### src/rtl/hdmi_island_sequencer_pkg.sv
// Shared definitions for the HDMI data island sequencer: TMDS mode codes,
// the island preamble pattern, the BCH polynomial and the sequencer states.
package hdmi_island_sequencer_pkg;

  localparam logic [2:0] MODE_CONTROL = 3'd0;
  localparam logic [2:0] MODE_VIDEO   = 3'd1;
  localparam logic [2:0] MODE_VGUARD  = 3'd2;
  localparam logic [2:0] MODE_ISLAND  = 3'd3;
  localparam logic [2:0] MODE_IGUARD  = 3'd4;

  // {CTL3,CTL2,CTL1,CTL0} during the data island preamble
  localparam logic [3:0] ISLAND_PREAMBLE = 4'b0101;

  localparam logic [7:0] BCH_POLY = 8'h83;

  typedef enum logic [2:0] {
    ST_IDLE,
    ST_PRE,
    ST_LGB,
    ST_PKT,
    ST_TGB
  } state_t;

  // One LSB-first step of the g(x)=x^8+x^7+x^6+1 ECC shift register
  function automatic logic [7:0] bch_step(input logic [7:0] ecc, input logic b);
    return {1'b0, ecc[7:1]} ^ ((ecc[0] ^ b) ? BCH_POLY : 8'h00);
  endfunction

endpackage

### src/rtl/hdmi_bch_ecc.sv
// Serial BCH ECC accumulator consuming BITS_PER_CLK bits per pixel clock,
// lowest bit first. A clear together with an enable restarts from zero.
module hdmi_bch_ecc #(
  parameter int BITS_PER_CLK = 1
) (
  input  logic                    clk_pixel,
  input  logic                    reset_n,
  input  logic                    clr,
  input  logic                    en,
  input  logic [BITS_PER_CLK-1:0] din,
  output logic [7:0]              ecc
);
  import hdmi_island_sequencer_pkg::*;

  logic [7:0] ecc_next;

  always_comb begin
    ecc_next = clr ? 8'h00 : ecc;
    if (en) begin
      for (int i = 0; i < BITS_PER_CLK; i++) begin
        ecc_next = bch_step(ecc_next, din[i]);
      end
    end
  end

  always_ff @(posedge clk_pixel or negedge reset_n) begin
    if (!reset_n) begin
      ecc <= 8'h00;
    end else begin
      ecc <= ecc_next;
    end
  end

endmodule

### src/rtl/hdmi_island_sequencer.sv
// Runs one HDMI data island (preamble, guard bands, 1..MAX_PACKETS packets with
// serial BCH ECC) and drives registered mode/control/TERC4 nibbles for ch0-2.
module hdmi_island_sequencer #(
  parameter int MAX_PACKETS  = 2,
  parameter int PREAMBLE_LEN = 8
) (
  input  logic         clk_pixel,
  input  logic         reset_n,
  input  logic         start,
  input  logic         hsync,
  input  logic         vsync,
  input  logic         pkt_valid,
  output logic         pkt_ready,
  input  logic [23:0]  pkt_header,
  input  logic [223:0] pkt_body,
  output logic         busy,
  output logic [2:0]   mode,
  output logic [1:0]   ctl0,
  output logic [1:0]   ctl1,
  output logic [1:0]   ctl2,
  output logic [3:0]   di0,
  output logic [3:0]   di1,
  output logic [3:0]   di2
);
  import hdmi_island_sequencer_pkg::*;

  state_t       state, state_n;
  logic [7:0]   cnt, cnt_n;
  logic [4:0]   pkt_no, pkt_no_n;
  logic [23:0]  hdr_q, hdr_src;
  logic [223:0] body_q, body_src;
  logic         latch, take;

  logic [4:0]   idx;
  logic         in_pkt, hdr_bit;
  logic [55:0]  sp_word [4];
  logic [1:0]   sp_bits [4];
  logic [7:0]   ecc_h;
  logic [7:0]   ecc_sp [4];

  logic         busy_n, pkt_ready_n;
  logic [2:0]   mode_n;
  logic [1:0]   ctl1_n, ctl2_n;
  logic [3:0]   di0_n, di1_n, di2_n;

  // Sequencing: cnt counts cycles within a phase and doubles as the packet bit index
  always_comb begin
    state_n  = state;
    cnt_n    = cnt;
    pkt_no_n = pkt_no;
    latch    = 1'b0;
    case (state)
      ST_IDLE: begin
        if (start) begin
          state_n = ST_PRE;
          cnt_n   = 8'd0;
        end
      end
      ST_PRE: begin
        if (cnt == 8'(PREAMBLE_LEN - 1)) begin
          state_n = ST_LGB;
          cnt_n   = 8'd0;
        end else begin
          cnt_n = cnt + 8'd1;
        end
      end
      ST_LGB: begin
        if (cnt == 8'd1) begin
          state_n  = ST_PKT;
          cnt_n    = 8'd0;
          pkt_no_n = 5'd0;
          latch    = 1'b1;
        end else begin
          cnt_n = cnt + 8'd1;
        end
      end
      ST_PKT: begin
        if (cnt == 8'd31) begin
          cnt_n = 8'd0;
          if (pkt_valid && (int'(pkt_no) + 1 < MAX_PACKETS)) begin
            pkt_no_n = pkt_no + 5'd1;
            latch    = 1'b1;
          end else begin
            state_n = ST_TGB;
          end
        end else begin
          cnt_n = cnt + 8'd1;
        end
      end
      ST_TGB: begin
        if (cnt == 8'd1) begin
          state_n = ST_IDLE;
          cnt_n   = 8'd0;
        end else begin
          cnt_n = cnt + 8'd1;
        end
      end
      default: begin
        state_n = ST_IDLE;
        cnt_n   = 8'd0;
      end
    endcase
  end

  // A latch without pkt_valid (only possible at the first packet) sends a null packet
  assign take     = latch && pkt_valid;
  assign hdr_src  = latch ? (take ? pkt_header : 24'h0) : hdr_q;
  assign body_src = latch ? (take ? pkt_body : 224'h0) : body_q;
  assign idx      = cnt_n[4:0];
  assign in_pkt   = (state_n == ST_PKT);

  // Outputs are built from next-cycle state so registering them adds no lag
  always_comb begin
    hdr_bit = (idx < 5'd24) ? hdr_src[idx] : ecc_h[idx[2:0]];
    for (int k = 0; k < 4; k++) begin
      sp_word[k] = body_src[k*56 +: 56];
      if (idx < 5'd28) begin
        sp_bits[k] = {sp_word[k][{idx, 1'b1}], sp_word[k][{idx, 1'b0}]};
      end else begin
        sp_bits[k] = {ecc_sp[k][{idx[1:0], 1'b1}], ecc_sp[k][{idx[1:0], 1'b0}]};
      end
    end

    busy_n      = (state_n != ST_IDLE);
    pkt_ready_n = take;
    mode_n      = MODE_CONTROL;
    ctl1_n      = 2'b00;
    ctl2_n      = 2'b00;
    di0_n       = {2'b00, vsync, hsync};
    di1_n       = 4'h0;
    di2_n       = 4'h0;
    case (state_n)
      ST_PRE: begin
        ctl1_n = ISLAND_PREAMBLE[1:0];
        ctl2_n = ISLAND_PREAMBLE[3:2];
      end
      ST_LGB, ST_TGB: mode_n = MODE_IGUARD;
      ST_PKT: begin
        mode_n   = MODE_ISLAND;
        di0_n[3] = (idx != 5'd0) || (pkt_no_n != 5'd0);
        di0_n[2] = hdr_bit;
        for (int k = 0; k < 4; k++) begin
          di1_n[k] = sp_bits[k][0];
          di2_n[k] = sp_bits[k][1];
        end
      end
      default: mode_n = MODE_CONTROL;
    endcase
  end

  hdmi_bch_ecc #(.BITS_PER_CLK(1)) u_ecc_hdr (
    .clk_pixel (clk_pixel),
    .reset_n   (reset_n),
    .clr       (latch),
    .en        (in_pkt && (idx < 5'd24)),
    .din       (hdr_bit),
    .ecc       (ecc_h)
  );

  for (genvar g = 0; g < 4; g++) begin : g_sp_ecc
    hdmi_bch_ecc #(.BITS_PER_CLK(2)) u_ecc_sp (
      .clk_pixel (clk_pixel),
      .reset_n   (reset_n),
      .clr       (latch),
      .en        (in_pkt && (idx < 5'd28)),
      .din       (sp_bits[g]),
      .ecc       (ecc_sp[g])
    );
  end

  always_ff @(posedge clk_pixel or negedge reset_n) begin
    if (!reset_n) begin
      state     <= ST_IDLE;
      cnt       <= 8'd0;
      pkt_no    <= 5'd0;
      hdr_q     <= 24'h0;
      body_q    <= 224'h0;
      busy      <= 1'b0;
      pkt_ready <= 1'b0;
      mode      <= MODE_CONTROL;
      ctl0      <= 2'b00;
      ctl1      <= 2'b00;
      ctl2      <= 2'b00;
      di0       <= 4'h0;
      di1       <= 4'h0;
      di2       <= 4'h0;
    end else begin
      state     <= state_n;
      cnt       <= cnt_n;
      pkt_no    <= pkt_no_n;
      hdr_q     <= hdr_src;
      body_q    <= body_src;
      busy      <= busy_n;
      pkt_ready <= pkt_ready_n;
      mode      <= mode_n;
      ctl0      <= {vsync, hsync};
      ctl1      <= ctl1_n;
      ctl2      <= ctl2_n;
      di0       <= di0_n;
      di1       <= di1_n;
      di2       <= di2_n;
    end
  end

endmodule

### config.mk
export PLATFORM = sky130hd
export DESIGN_NAME = hdmi_island_sequencer
export DESIGN_NICKNAME = d
export VERILOG_FILES = /design/src/rtl/hdmi_island_sequencer_pkg.sv /design/src/rtl/hdmi_bch_ecc.sv /design/src/rtl/hdmi_island_sequencer.sv
export SDC_FILE = /design/constraint.sdc
export NUM_CORES = 1
export LEC_CHECK = 0
export CORE_MARGIN = 4
export CORE_UTILIZATION = 55
export DETAILED_ROUTE_END_ITERATION = 7
export GPL_TIMING_DRIVEN = 1
export HOLD_SLACK_MARGIN = 0.1
export PLACE_DENSITY = 0.93
export SETUP_SLACK_MARGIN = 0.2
export SLEW_MARGIN = 0
export SYNTH_ARGS = -nofsm -noshare
export SYNTH_HDL_FRONTEND = slang
export SYNTH_HIERARCHICAL = 1
export SYNTH_SLANG_ARGS = --single-unit
### constraint.sdc
create_clock -name clk_pixel -period 5.5 [get_ports clk_pixel]
set_input_delay 0.55 -clock clk_pixel [delete_from_list [all_inputs] [get_ports clk_pixel]]
set_output_delay 0.55 -clock clk_pixel [all_outputs]
set_load 0.005 [all_outputs]
==> results of run 1 <==
Yosys cell counts, drive strengths merged, types with 23 or more instances:
| master | number |
|---|---|
| nand2 | 395 |
| dfrtp | 321 |
| nand3 | 155 |
| buf | 101 |
| inv | 96 |
| nor2 | 79 |
| o21ai | 73 |
| clkbuf | 61 |
| mux2i | 59 |
| a21oi | 55 |
| and3 | 50 |
| a21o | 36 |
| a311oi | 36 |
| mux2 | 36 |
| a211oi | 33 |
| a31o | 25 |
| nor3 | 23 |
routing by layer:
layer	wire length, um	share of wire [%]	global-route usage, %
met1	21400	38	43.13
met2	25390	45	48.49
met3	6579	12	7.563
met4	3534	6.2	16.96
met5	0	0	0
worst max path at each step:
stage | end | cells after the start | slack, ns
5_1_grt | g_sp_ecc[3].u_ecc_sp/ecc[7]$_DFF_PN0_ | 14 | 0.23
6_report | g_sp_ecc[3].u_ecc_sp/ecc[7]$_DFF_PN0_ | 14 | 0.50
3_5_place_dp | g_sp_ecc[3].u_ecc_sp/ecc[7]$_DFF_PN0_ | 13 | 0.72
4_1_cts | g_sp_ecc[3].u_ecc_sp/ecc[7]$_DFF_PN0_ | 14 | 0.66
3_3_place_gp | g_sp_ecc[3].u_ecc_sp/ecc[7]$_DFF_PN0_ | 13 | 0.84
2_1_floorplan | g_sp_ecc[0].u_ecc_sp/ecc[7]$_DFF_PN0_ | 15 | 1.52
logic make-up (layout without fill, tap and decap cells):
family                     Yosys count  in the layout  share of synthesized area, %
and+or+nand+nor                    791            791                         21.39
AOI/OAI and AO/OA                  425            425                         18.16
DFF                                321            321                         46.18
buffers and inverters              258            472                         6.978
muxes                               95             95                         5.813
xor gates and xnor gates            21             21                         1.230
adders and majority gates            3              3                        0.2158
other                                1              3                       0.02156
through the flow:
stage / utilization (%) / setup WS, ns / cell area (um2) / hold WS [ns] / power (mW)
after CTS: 69.25 / 0.6584 / 21410 / 0.1725 / 13.26
after detailed placement: 65.35 / 0.7153 / 20200 / 0.4499 / 10.74
after global placement: 65.35 / 0.8397 / 20200 / 0.4421 / 10.44
after floorplan: - / 1.520 / 17400 / 0.2544 / 8.799
final: 69.26 / 0.5046 / 21410 / 0.09060 / 13.45
after global routing: 69.25 / 0.2348 / 21410 / 0.1938 / 14.16
worst max-delay path, delay by kind of cell, from the launching register on:
kind | cells | cell delay, ns
AND/OR/NAND/NOR | 6 | 2.30
flip-flops | 1 | 0.41
adder cells (fa/ha/maj) | 1 | 0.22
XOR/XNOR | 1 | 0.31
AO/OA/AOI/OAI | 5 | 1.32
multiplexers | 1 | 0.28
power by group:
| part | total, mW | switching [mW] | internal [mW] |
|---|---|---|---|
| sequential | 3.92 | 0.514 | 3.41 |
| clock | 2.46 | 0.973 | 1.49 |
| combinational | 7.07 | 4.31 | 2.75 |
| total | 13.4 | 5.80 | 7.65 |
sequential cells by signal (all words and copies together), names as in the netlist, 2 cells and up:
signal	flops
pkt_no	5
di0	4
hdr_q	24
cnt	8
di2	4
body_q	224
u_ecc_hdr/ecc	8
g_sp_ecc.u_ecc_sp/ecc	32
mode	2
di1	4
state	3
layout make-up:
class	count	area (um2)
clock inverters	11	181.4
flip-flops and latches	321	8033
multi-input cells	1337	8194
diodes	1	2.502
fillers	2179	9502
well taps	396	495.5
inverters	96	362.8
clock buffers	51	1025
repair buffers	314	3114
==> impl_metrics.csv, run 1 <==
group,metric,value,unit
placed_design,portBuffers,274,
detailed_routing,post-route-drc-count,0,
cells_and_area,drive_gt1_share,10.28,%
sta,rsz0062_at_grt,"false",
placed_design,dp_hpwl,39.14,mm
setup_path,arrival,5.40,ns
synth,syn_inst,1915,
setup_path,worstSetupStartpointType,"flip-flop",
floorplan,die_y,185.8,um
cts,cts_resized,0,
detailed_routing,routed_wl,56.90,mm
setup_path,slowest_delay,0.70,ns
synth,syn_area,17390,um2
sta,maxSlewHeadroom,34.06,%
floorplan,rows,64,
detailed_routing,vias,16320,
setup_path,critical_path.cell_chain,"ha_1 -> and2_1 -> a21oi_1 -> or4_4 -> and2_4 -> a21oi_1 -> a2111oi_0 -> a31oi_1 -> nand4_1 -> nor3b_1 -> xor2_2 -> nor2_1 -> mux2_4 -> o2bb2ai_2",
placed_design,dp_cells,2464,
cells_and_area,final_nets,2361,
setup_path,crit_start,"pkt_no[0]$_DFF_PN0_",
cts,cts_buffers,34,
global_route,antenna_found_initial,1,
detailed_routing,wl_per_cell,22.52,um
sta,slew_viol_final,0,
setup_path,r2r_cells,14,
setup_path,cpMostUsedCell,"a21oi_1",
floorplan,die-area,34530,um2
sta,worst_pin_slew,0.9892,ns
synth,ys_async_sr_fraction,100.0,%
sta,max_freq,200.2,MHz
synth,ys_seq_elements,321,
synth,yosysTopAreaCell,"dfrtp_1",
synth,synth_top_cell_area_share,46.18,%
global_route,grt_use_total,32.05,%
setup_path,reg2reg_to,"g_sp_ecc[3].u_ecc_sp/ecc[7]$_DFF_PN0_",
synth,avgSynthCellArea,9.082,um2
cts,cts_buffer_depth,3,
sta,tns,0,ns
setup_path,r2r_start,"pkt_no[0]$_DFF_PN0_",
power_and_ir_drop,power-per-cell-area,628.1,nW/um2
detailed_routing,vias_per_cell,6.459,
synth,yosysUniqueCellTypes,92,
sta,period_needed,4.995,ns
global_route,grt-ovfl-total,0,
cts,htree_levels,2,
worst_hold_path,hp-class,"input pin to async pin",
sta,min_period_over_period,90.82,%
synth,synth_edf_count,0,
cts,post_cts_buffers,0,
setup_path,cp-end-kind,"flip-flop",
sta,fin_skew,0.02107,ns
cts,clk_pin_slew,0.06,ns
detailed_routing,ant_nets,0,
setup_path,regToRegSetupSlack,0.50,ns
sta,final_hold_viol_count,0,
cts,cts.sinks,321,
floorplan,initial_utilization,56.27,%
synth,ys_seq_area_share,46.18,%
placed_design,globalplace.congestion,0.9501,
flow_run,max-cap-violations,0,
detailed_routing,drt_iter0_markers,1915,
cells_and_area,final_common_cell,"nand2_1",
synth,synth_flop_cell,"dfrtp_1",
floorplan,core_region_area,30910,um2
synth,synthTopCellsByArea,"dfrtp_1 (46%), nand2_1 (8.5%), nand3_1 (4.4%)",
floorplan,dieWidth,185.8,um
power_and_ir_drop,power.leakage,10.14,nW
global_route,grt_max_degree,141,
sta,setup_viol,0,
global_route,grt_pass1_vias,15980,
synth,ys_warn_count,6,
status,status,"finished clean",
setup_path,path_max_fanout,64,
global_route,grt_pass1_wl,87.55,mm
cells_and_area,syn_to_final_growth,23.08,%
cts,tritoncts,"done",
setup_path,critPathRequiredTime,5.91,ns
cts,root_buffer,"clkbuf_16",
setup_path,critPathKind,"flip-flop to flip-flop",
cells_and_area,final-instance-count-excl-fill,2527,
setup_path,slowest_stage,"and2_4",
floorplan,ioPinCount,277,
detailed_routing,drt_pre_antenna_iters,8,
power_and_ir_drop,peakVddDrop,390.1,uV
cells_and_area,layout_common_cells,"nand2_1 (393), dfrtp_1 (321), clkdlybuf4s50_1 (272), nand3_1 (154), inv_1 (93)",
cts,holdBufCountCts,0,
cts,insertion_delay,0.53,ns
Note: power is estimated with default switching activity, not from simulation.
==> inputs of run 2 (changes only) <==
- REMOVE_ABC_BUFFERS: not set -> 1
==> run 2 against run 1 <==
Global-route usage shrank 1.8 points; sequential share of layout area increased by 0.073 points; via count decreased by 0.55%; sequential cell count unchanged; critical path depth shrank 1; sequential power hardly changed; die area did not move; non-clock buffer count decreased by 3; critical path type unchanged.
==> impl_metrics.csv, run 2 (synthesized netlist as in run 1, its figures left out) <==
group,metric,value,unit
setup_path,r2r_cells,13,
cts,insertion_delay,0.51,ns
cts,post_cts_buffers,0,
detailed_routing,post-route-drc-count,0,
global_route,antenna_found_initial,1,
cells_and_area,regMostFlops,"body_q",
floorplan,die_y,185.8,um
setup_path,critPathRequiredTime,5.89,ns
sta,fin_skew,0.01015,ns
cells_and_area,fin_util,69.13,%
sta,worst_pin_slew,1.095,ns
detailed_routing,routed_wl,54.01,mm
sta,max_freq,200.5,MHz
setup_path,cp-end-kind,"flip-flop",
sta,tns,0,ns
global_route,grt_pass1_vias,15950,
setup_path,path_max_fanout,58,
global_route,grt_max_degree,153,
cts,cts.sinks,321,
sta,rsz0062_at_grt,"false",
placed_design,post-place-ws,0.5306,ns
flow_run,max-cap-violations,0,
floorplan,core_region_area,30910,um2
setup_path,worstSetupStartpointType,"flip-flop",
sta,setup_ws,0.5135,ns
cts,holdBufCountCts,0,
cells_and_area,largest_reg_flops,224,
status,status,"finished clean",
setup_path,regToRegSetupSlack,0.51,ns
setup_path,critPathKind,"flip-flop to flip-flop",
cts,clk_pin_slew,0.06,ns
setup_path,path_depth,13,
sta,maxSlewHeadroom,26.70,%
cts,tritoncts,"done",
cts,cts_resized,0,
sta,period_needed,4.986,ns
placed_design,globalplace.congestion,0.9065,
global_route,grt_use_total,30.20,%
global_route,grt-ovfl-total,0,
detailed_routing,vias_per_cell,6.434,
setup_path,critPathBufInv,0,
detailed_routing,vias,16230,
setup_path,critical_path.cell_chain,"ha_1 -> or4b_4 -> or4_4 -> nand2_2 -> o21ai_1 -> mux2_2 -> o2bb2ai_1 -> o41ai_2 -> nor3b_1 -> xor2_2 -> nor2_1 -> mux2_4 -> o2bb2ai_2",
floorplan,rows,64,
power_and_ir_drop,p_total,13.39,mW
cells_and_area,final_nets,2359,
cells_and_area,largestRegisters,"body_q (224), g_sp_ecc.u_ecc_sp/ecc (32), hdr_q (24)",
sta,slew_viol_final,0,
setup_path,cpLargestDelayFamily,"simple AND/OR/NAND/NOR gates",
global_route,grt_pass1_wl,83.91,mm
floorplan,ioPinCount,277,
placed_design,dp_hpwl,36.11,mm
floorplan,dieWidth,185.8,um
detailed_routing,wl_per_cell,21.41,um
worst_hold_path,hp-class,"input pin to async pin",
setup_path,r2r_start,"pkt_no[0]$_DFF_PN0_",
setup_path,arrival,5.38,ns
sta,min_period_over_period,90.66,%
setup_path,cp-endpoint,"g_sp_ecc[0].u_ecc_sp/ecc[7]$_DFF_PN0_",
detailed_routing,drt_pre_antenna_iters,6,
floorplan,initial_utilization,56.27,%
cells_and_area,final_common_cell,"nand2_1",
setup_path,slowest_delay,0.82,ns
detailed_routing,drt_iter0_markers,1979,
power_and_ir_drop,power-per-cell-area,626.6,nW/um2
sta,setup_viol,0,
placed_design,place_area,20140,um2
cells_and_area,layout_common_cells,"nand2_1 (393), dfrtp_1 (321), clkdlybuf4s50_1 (272), nand3_1 (154), inv_1 (93)",
power_and_ir_drop,peakVddDrop,593.9,uV
detailed_routing,ant_nets,0,
cts,root_buffer,"clkbuf_16",
cts,cts_buffers,34,
cts,htree_levels,2,
cts,cts_buffer_depth,3,
floorplan,die-area,34530,um2
cells_and_area,final_cell_area,21370,um2
setup_path,slowest_stage,"or4_4",
cells_and_area,drive_gt1_share,10.16,%
cells_and_area,num_antenna_cells,0,
setup_path,crit_start,"pkt_no[0]$_DFF_PN0_",
sta,final_hold_viol_count,0,
power_and_ir_drop,power.leakage,10.12,nW
cells_and_area,syn_to_final_growth,22.85,%
setup_path,reg2reg_to,"g_sp_ecc[0].u_ecc_sp/ecc[7]$_DFF_PN0_",
placed_design,portBuffers,274,
[run 2: cell types whose count changed in the layout (fill, tap and decap cells not counted), sizes merged]
cell,before,now
clkinvlp,0,1
diode,1,0
and2,13,14
clkbuf,52,53
inv,99,96
buf,41,38
[run 2: stage by stage]
stage | std cells | hold slack (ns)
after floorplan | 1754 | 0.2544
after global placement | 2461 | 0.4428
after detailed placement | 2461 | 0.4487
after CTS | 2522 | 0.1469
after global routing | 2523 | 0.1675
final | 2523 | 0.08612
[run 2: power breakdown]
part / leakage, nW / internal [mW] / total, mW / switching (mW)
Sequential: 4.18 / 3.41 / 3.92 / 0.516
Combinational: 5.34 / 2.71 / 6.98 / 4.27
Clock: 0.600 / 1.53 / 2.49 / 0.955
[run 2: cell type report]
cell class	instances	area, um2
Fill cell	2138	9543
Multi-Input combinational cell	1338	8202
Sequential cell	321	8033
Timing Repair Buffer	311	3054
Clock buffer	52	1072
Tap cell	396	495.5
Inverter	96	362.8
Clock inverter	9	147.6
[run 2: metal layers]
layer	part of all wire, %	global-route usage, %	vias up	routed length, um
li1	-	-	7141	-
met1	37	40.32	7731	19890
met2	47	48.79	1145	25460
met3	11	5.531	215	5986
met4	4.9	12.85	2	2660
met5	0.024	0	-	13
[run 2: worst min-delay path by stage]
stage	startpoint	to	slack (ns)	cells past startpoint
2_1_floorplan	reset_n	body_q[0]$_DFF_PN0_	0.25	0
3_3_place_gp	body_q[125]$_DFF_PN0_	body_q[125]$_DFF_PN0_	0.44	2
3_5_place_dp	body_q[9]$_DFF_PN0_	body_q[9]$_DFF_PN0_	0.45	2
4_1_cts	reset_n	body_q[179]$_DFF_PN0_	0.15	1
5_1_grt	reset_n	hdr_q[4]$_DFF_PN0_	0.17	1
6_report	reset_n	body_q[179]$_DFF_PN0_	0.09	1
